<file path="src/rtl/bram_stream_sext_if.sv">
// rtl/bram_stream_sext_if.sv - control, BRAM read port and output stream of bram_stream_sext
interface bram_stream_sext_if #(
    parameter int IN_W   = 16,
    parameter int OUT_W  = 32,
    parameter int ADDR_W = 9
);
    logic              start;
    logic [ADDR_W-1:0] base;
    logic [ADDR_W:0]   len;
    logic              sext_en;
    logic              mem_en;
    logic [ADDR_W-1:0] mem_addr;
    logic [IN_W-1:0]   mem_rdata;
    logic              out_valid;
    logic              out_ready;
    logic [OUT_W-1:0]  out_data;
    logic [ADDR_W:0]   out_idx;
    logic              out_last;
    logic              busy;
    logic              done;

    modport master (
        input  start, base, len, sext_en, mem_rdata, out_ready,
        output mem_en, mem_addr, out_valid, out_data, out_idx, out_last, busy, done
    );

    modport slave (
        output start, base, len, sext_en, mem_rdata, out_ready,
        input  mem_en, mem_addr, out_valid, out_data, out_idx, out_last, busy, done
    );
endinterface

</file>
<file path="src/rtl/bram_stream_sext.sv">
// rtl/bram_stream_sext.sv - BRAM readout engine with sign/zero extension and valid/ready output
module bram_stream_sext #(
    parameter int IN_W   = 16,
    parameter int OUT_W  = 32,
    parameter int ADDR_W = 9
) (
    input  logic                 clk,
    input  logic                 rst,
    bram_stream_sext_if.master   bus
);
    typedef enum logic [1:0] {IDLE = 2'd0, RUN = 2'd1, FIN = 2'd2} state_t;

    state_t            state, state_nx;
    logic [ADDR_W-1:0] base_q;
    logic [ADDR_W:0]   len_q, issued, loaded;
    logic              sext_q, rd_pend;
    logic              skid_valid;
    logic [IN_W-1:0]   skid_word;
    logic              out_valid_q, out_last_q;
    logic [OUT_W-1:0]  out_data_q;
    logic [ADDR_W:0]   out_idx_q;

    logic              pop, out_free, do_load, issue;
    logic [2:0]        committed;
    logic [IN_W-1:0]   load_word;

    function automatic logic [OUT_W-1:0] extend(input logic [IN_W-1:0] w, input logic s);
        return {{(OUT_W-IN_W){s & w[IN_W-1]}}, w};
    endfunction

    // Storage is the output register plus one skid entry; a word leaving this
    // cycle frees its slot for a read issued now, which keeps one word per cycle.
    assign pop       = out_valid_q & bus.out_ready;
    assign out_free  = ~out_valid_q | pop;
    assign do_load   = out_free & (skid_valid | rd_pend);
    assign load_word = skid_valid ? skid_word : bus.mem_rdata;
    assign committed = 3'(out_valid_q) + 3'(skid_valid) + 3'(rd_pend) - 3'(pop);

    always_comb begin
        state_nx = state;
        issue    = 1'b0;
        case (state)
            IDLE: if (bus.start) state_nx = (bus.len == '0) ? FIN : RUN;
            RUN: begin
                issue = (issued < len_q) && (committed < 3'd2);
                if (pop && out_last_q) state_nx = FIN;
            end
            FIN:     state_nx = IDLE;
            default: state_nx = IDLE;
        endcase
    end

    assign bus.mem_en    = issue;
    assign bus.mem_addr  = base_q + issued[ADDR_W-1:0];
    assign bus.out_valid = out_valid_q;
    assign bus.out_data  = out_data_q;
    assign bus.out_idx   = out_idx_q;
    assign bus.out_last  = out_last_q;
    assign bus.busy      = (state == RUN) || (state == FIN);
    assign bus.done      = (state == FIN);

    always_ff @(posedge clk or posedge rst) begin
        if (rst) begin
            state       <= IDLE;
            base_q      <= '0;
            len_q       <= '0;
            sext_q      <= 1'b0;
            issued      <= '0;
            loaded      <= '0;
            rd_pend     <= 1'b0;
            skid_valid  <= 1'b0;
            skid_word   <= '0;
            out_valid_q <= 1'b0;
            out_last_q  <= 1'b0;
            out_data_q  <= '0;
            out_idx_q   <= '0;
        end else begin
            state   <= state_nx;
            rd_pend <= issue;

            if (state == IDLE && bus.start) begin
                base_q <= bus.base;
                len_q  <= bus.len;
                sext_q <= bus.sext_en;
                issued <= '0;
                loaded <= '0;
            end else if (issue) begin
                issued <= issued + 1'b1;
            end

            if (do_load) begin
                out_valid_q <= 1'b1;
                out_data_q  <= extend(load_word, sext_q);
                out_idx_q   <= loaded;
                out_last_q  <= (loaded == len_q - 1'b1);
                loaded      <= loaded + 1'b1;
            end else if (pop) begin
                out_valid_q <= 1'b0;
                out_last_q  <= 1'b0;
            end

            // The arriving word parks in the skid entry unless it goes straight out.
            if (out_free) skid_valid <= skid_valid & rd_pend;
            else          skid_valid <= skid_valid | rd_pend;
            if (rd_pend && !(out_free && !skid_valid)) skid_word <= bus.mem_rdata;
        end
    end
endmodule
</file>
<file path="src/flat_wrapper.sv">
// flat-port wrapper written by rule: the top's interface ports become plain ports
module bram_stream_sext_flat 
#(
    parameter int IN_W   = 16,
    parameter int OUT_W  = 32,
    parameter int ADDR_W = 9
)
  (clk, rst, bus_start, bus_base, bus_len, bus_sext_en, bus_mem_rdata, bus_out_ready, bus_mem_en, bus_mem_addr, bus_out_valid, bus_out_data, bus_out_idx, bus_out_last, bus_busy, bus_done);
  bram_stream_sext_if #(.IN_W(IN_W), .OUT_W(OUT_W), .ADDR_W(ADDR_W)) bus_i ();
  input  logic clk;
  input  logic rst;
  input wire logic [$bits(bus_i.start)-1:0] bus_start;
  input wire logic [$bits(bus_i.base)-1:0] bus_base;
  input wire logic [$bits(bus_i.len)-1:0] bus_len;
  input wire logic [$bits(bus_i.sext_en)-1:0] bus_sext_en;
  input wire logic [$bits(bus_i.mem_rdata)-1:0] bus_mem_rdata;
  input wire logic [$bits(bus_i.out_ready)-1:0] bus_out_ready;
  output wire logic [$bits(bus_i.mem_en)-1:0] bus_mem_en;
  output wire logic [$bits(bus_i.mem_addr)-1:0] bus_mem_addr;
  output wire logic [$bits(bus_i.out_valid)-1:0] bus_out_valid;
  output wire logic [$bits(bus_i.out_data)-1:0] bus_out_data;
  output wire logic [$bits(bus_i.out_idx)-1:0] bus_out_idx;
  output wire logic [$bits(bus_i.out_last)-1:0] bus_out_last;
  output wire logic [$bits(bus_i.busy)-1:0] bus_busy;
  output wire logic [$bits(bus_i.done)-1:0] bus_done;
  assign bus_i.start = bus_start;
  assign bus_i.base = bus_base;
  assign bus_i.len = bus_len;
  assign bus_i.sext_en = bus_sext_en;
  assign bus_i.mem_rdata = bus_mem_rdata;
  assign bus_i.out_ready = bus_out_ready;
  assign bus_mem_en = bus_i.mem_en;
  assign bus_mem_addr = bus_i.mem_addr;
  assign bus_out_valid = bus_i.out_valid;
  assign bus_out_data = bus_i.out_data;
  assign bus_out_idx = bus_i.out_idx;
  assign bus_out_last = bus_i.out_last;
  assign bus_busy = bus_i.busy;
  assign bus_done = bus_i.done;
  bram_stream_sext #(.IN_W(IN_W), .OUT_W(OUT_W), .ADDR_W(ADDR_W)) u_core (.clk(clk), .rst(rst), .bus(bus_i));
endmodule
</file>
<file path="config.mk">
export PLATFORM = sky130hd
export DESIGN_NAME = bram_stream_sext_flat
export DESIGN_NICKNAME = d
export VERILOG_FILES = /design/src/rtl/bram_stream_sext_if.sv /design/src/rtl/bram_stream_sext.sv /design/src/flat_wrapper.sv
export SDC_FILE = /design/constraint.sdc
export NUM_CORES = 1
export LEC_CHECK = 0
export BUFFER_PORTS_ARGS = -buffer_cell sky130_fd_sc_hd__buf_2
export CAP_MARGIN = 10
export CORE_UTILIZATION = 50
export CTS_CLUSTER_SIZE = 25
export DETAILED_ROUTE_END_ITERATION = 6
export PLACE_DENSITY = 0.84
export SYNTH_ARGS = -nofsm -noshare
export SYNTH_HDL_FRONTEND = slang
export SYNTH_SLANG_ARGS = --single-unit
</file>
<file path="constraint.sdc">
create_clock -name clk -period 3.5 [get_ports clk]
set_clock_uncertainty 0.05 [all_clocks]
set_input_delay 0.175 -clock clk [delete_from_list [all_inputs] [get_ports clk]]
set_output_delay 0.175 -clock clk [all_outputs]
set_load 0.01 [all_outputs]
</file>
==> results.cfg <==
[sta]
min_period_over_period_pct = 89.9
slew_headroom_pct = 55.3
max_clock_freq_mhz = 318
tightest_slew_ps = 670
fin_crit_ps = 3150
holdWs_ps = 16.3
hold_viol = 0
finalMaxSlewViolations = 0
finalSetupTns_ps = 0
layout_setup_ws_ps = 353
rsz0062_at_grt = no
setup_violations = 0

[die]
die_h_um = 100
die_w_um = 100
num_io_pins = 96
start_util_pct = 51.8
core_area_sq_mm = 0.00928
dieArea_sq_mm = 0.0100
rows = 35

[drt]
vias_per_cell = 5.34
route.detailed.drc = 0
post_drt_wl_per_cell_um = 14.6
drt_iter0_markers = 181
via_count = 4028
drt_first_pass_iters = 5
ant_nets = 0
drt_wl_total_um = 11100

[setup_path]
critPathKind = reg -> out
worstPathCellList = and2_1, ha_1, nand2b_1, fa_1, xor2_1, nor3_1, o21ai_1, a21o_1, inv_2, buf_2
slowest_delay_ps = 440
cp-end-kind = primary output
worstSetupStartpointType = register
crit_required_ps = 3270
crit_buf_inv = 2
arrival_ps = 2920
cp_max_fo = 11
critPathTopFamily = adder cells
critPathSlowestCell = dfrtp_1

[yosys]
yosys.area_share.adder_pct = 7.33
syn-num-nets = 574
synth_mux_area_share_pct = 7.70
syn_area_per_cell_sq_um = 9.49
synth_top_family_by_area = simple AND/OR/NAND/NOR gates
async_flop_share_pct = 100
synth_xor_area_share_pct = 4.91
synth_area_sq_mm = 0.00481
syn_inst = 507
ys_seq_area_share_pct = 46.3
synth_cell_types = 48
synthFlopType = dfrtp_1
synthSimpleGateAreaFrac_pct = 16.7
synth_seq_cells = 89
yosys_warnings = 0
yosysTopAreaCell = dfrtp_1
netlist.area_leader.share_pct = 46.3
synth-edff-count = 0
synth_area_leaders = dfrtp_1 (46%), nand2_1 (8.6%), ha_1 (6.5%), o21ai_0 (4.7%), mux2i_1 (4.0%)
synth_compound_area_share_pct = 11.5

[cells_and_area]
postLayoutCellArea_sq_mm = 0.00590
final_cells = 755
synthToLayoutAreaGrowth_pct = 22.6
antenna_cells = 0
fin_util_pct = 63.5
fillCellCount = 784
drive_above_1_share_pct = 23.0
nets = 688

[placement]
hpwl_um = 7620
place_congestion = 0.824
placed_cells = 706
placed_area_sq_mm = 0.00534
pre_cts_ws_ps = 563
numPortBuffers = 95

[global_routing]
grt_max_degree = 55
antenna_found_initial = 0
grt_pass1_vias = 4110
grt-ovfl-total = 0
grt_usage_pct = 23.7
grt_pass1_wl_um = 18700

[pwr]
vdd_drop_max_v = 0.000373
powerDensity_mw_per_mm2 = 740
power_mw = 4.36
leakagePower_nw = 2.95

[outcome]
status = finished, final reports clean

[clock_tree]
clock_path_buffers = 2
clkLatencyLatePin_ps = 370
cts-resized-gates = 0
root_buffer = clkbuf_8
tritoncts = done
cts_buffers = 9
clock_sinks = 89
clkSlewWorstSetupHoldPaths_ps = 100
htreeDepth = 3

[job]
drv_cap = 0

[hold_path]
hp-class = in -> reg
[cell type report]
cell class              count  area [sq um]  area share (%)
flip-flops and latches     89          2230            37.8
inverters                  23          87.6            1.48
multi-input cells         363          2330            39.5
well taps                 129           161            2.74
repair buffers            135           858            14.5
clock buffers               9           124            2.10
clock inverters             7           110            1.87
[logic make-up (layout without fill, tap and decap cells)]
logic type / after synthesis / count (layout)
mux: 35 / 35
simple gates: 181 / 181
compound gates: 93 / 93
buf+inv: 55 / 174
xor+xnor: 27 / 27
flops: 89 / 89
fa+ha+maj: 27 / 27
[final timing paths]
path / start / to / slack, ps / cells after the start
setup / recovery: u_core.bus.out_valid$_DFFE_PP0P_ / bus_mem_en / 350 / 10
hold / removal: bus_len[0] / u_core.len_q[0]$_DFFE_PP0P_ / 20 / 3
setup reg to reg: u_core.bus.out_valid$_DFFE_PP0P_ / u_core.issued[6]$_DFFE_PP0P_ / 540 / 10
hold reg to reg: u_core.bus.out_idx[6]$_DFFE_PP0P_ / u_core.bus.out_idx[6]$_DFFE_PP0P_ / 430 / 2
max in group asynchronous: rst / u_core.len_q[5]$_DFFE_PP0P_ / 2300 / 4
min in group asynchronous: rst / u_core.issued[1]$_DFFE_PP0P_ / 190 / 3
[cells in the final DEF (no fill, tap or decap), drive strengths merged, types with 6 or more instances in the layout]
cell / Yosys / layout
a21oi: 15 / 15
and3: 7 / 7
buf: 19 / 102
clkbuf: 13 / 9
dfrtp: 89 / 89
dlygate4sd3: 0 / 33
ha: 25 / 25
inv: 23 / 25
mux2: 16 / 16
mux2i: 19 / 19
nand2: 110 / 110
nand3: 8 / 8
nor2: 24 / 24
nor3: 7 / 7
o21ai: 50 / 50
xnor2: 21 / 21
xor2: 6 / 6
[cells in the mapped netlist, drive strengths merged, types with 8 or more instances]
master    n
nand2   110
dfrtp    89
o21ai    50
ha       25
nor2     24
inv      23
xnor2    21
buf      19
mux2i    19
mux2     16
a21oi    15
clkbuf   13
nand3     8
[timing repair]
action | in CTS | in global routing
endpoints found under the hold margin | 68 | 0
hold buffers | 33 | 0
buffers inserted | 0 | 0
[tightest hold or removal path, delay by kind of cell]
kind                   cells  cell delay, ps
AO/OA/AOI/OAI              1              80
buffers and inverters      1              80
AND/OR/NAND/NOR            1              60
[metal layers]
metal  vias up  GRT usage (%)  part of all wire, %
met2       109           42.1                   52
met4         0           9.92                  2.5
met3        22           5.08                  4.1
met1      1942           27.8                   41
li1       1955              -                    -
met5         -              0                    0
[report_power, final]
part | internal (mW) | switching (mW) | total [mW]
clock network | 0.415 | 0.403 | 0.818
registers | 1.38 | 0.279 | 1.66
logic | 0.792 | 1.10 | 1.89
[flip-flops by register name, summed over array words and instances, names as in the netlist]
register / count
u_core.bus.out_data: 17
u_core.skid_word: 16
u_core.bus.out_idx: 10
u_core.issued: 10
u_core.len_q: 10
u_core.loaded: 10
u_core.base_q: 9
u_core.state: 2
u_core.bus.out_last: 1
u_core.bus.out_valid: 1
u_core.rd_pend: 1
u_core.sext_q: 1
u_core.skid_valid: 1
Power figures use the tool's default switching activity.
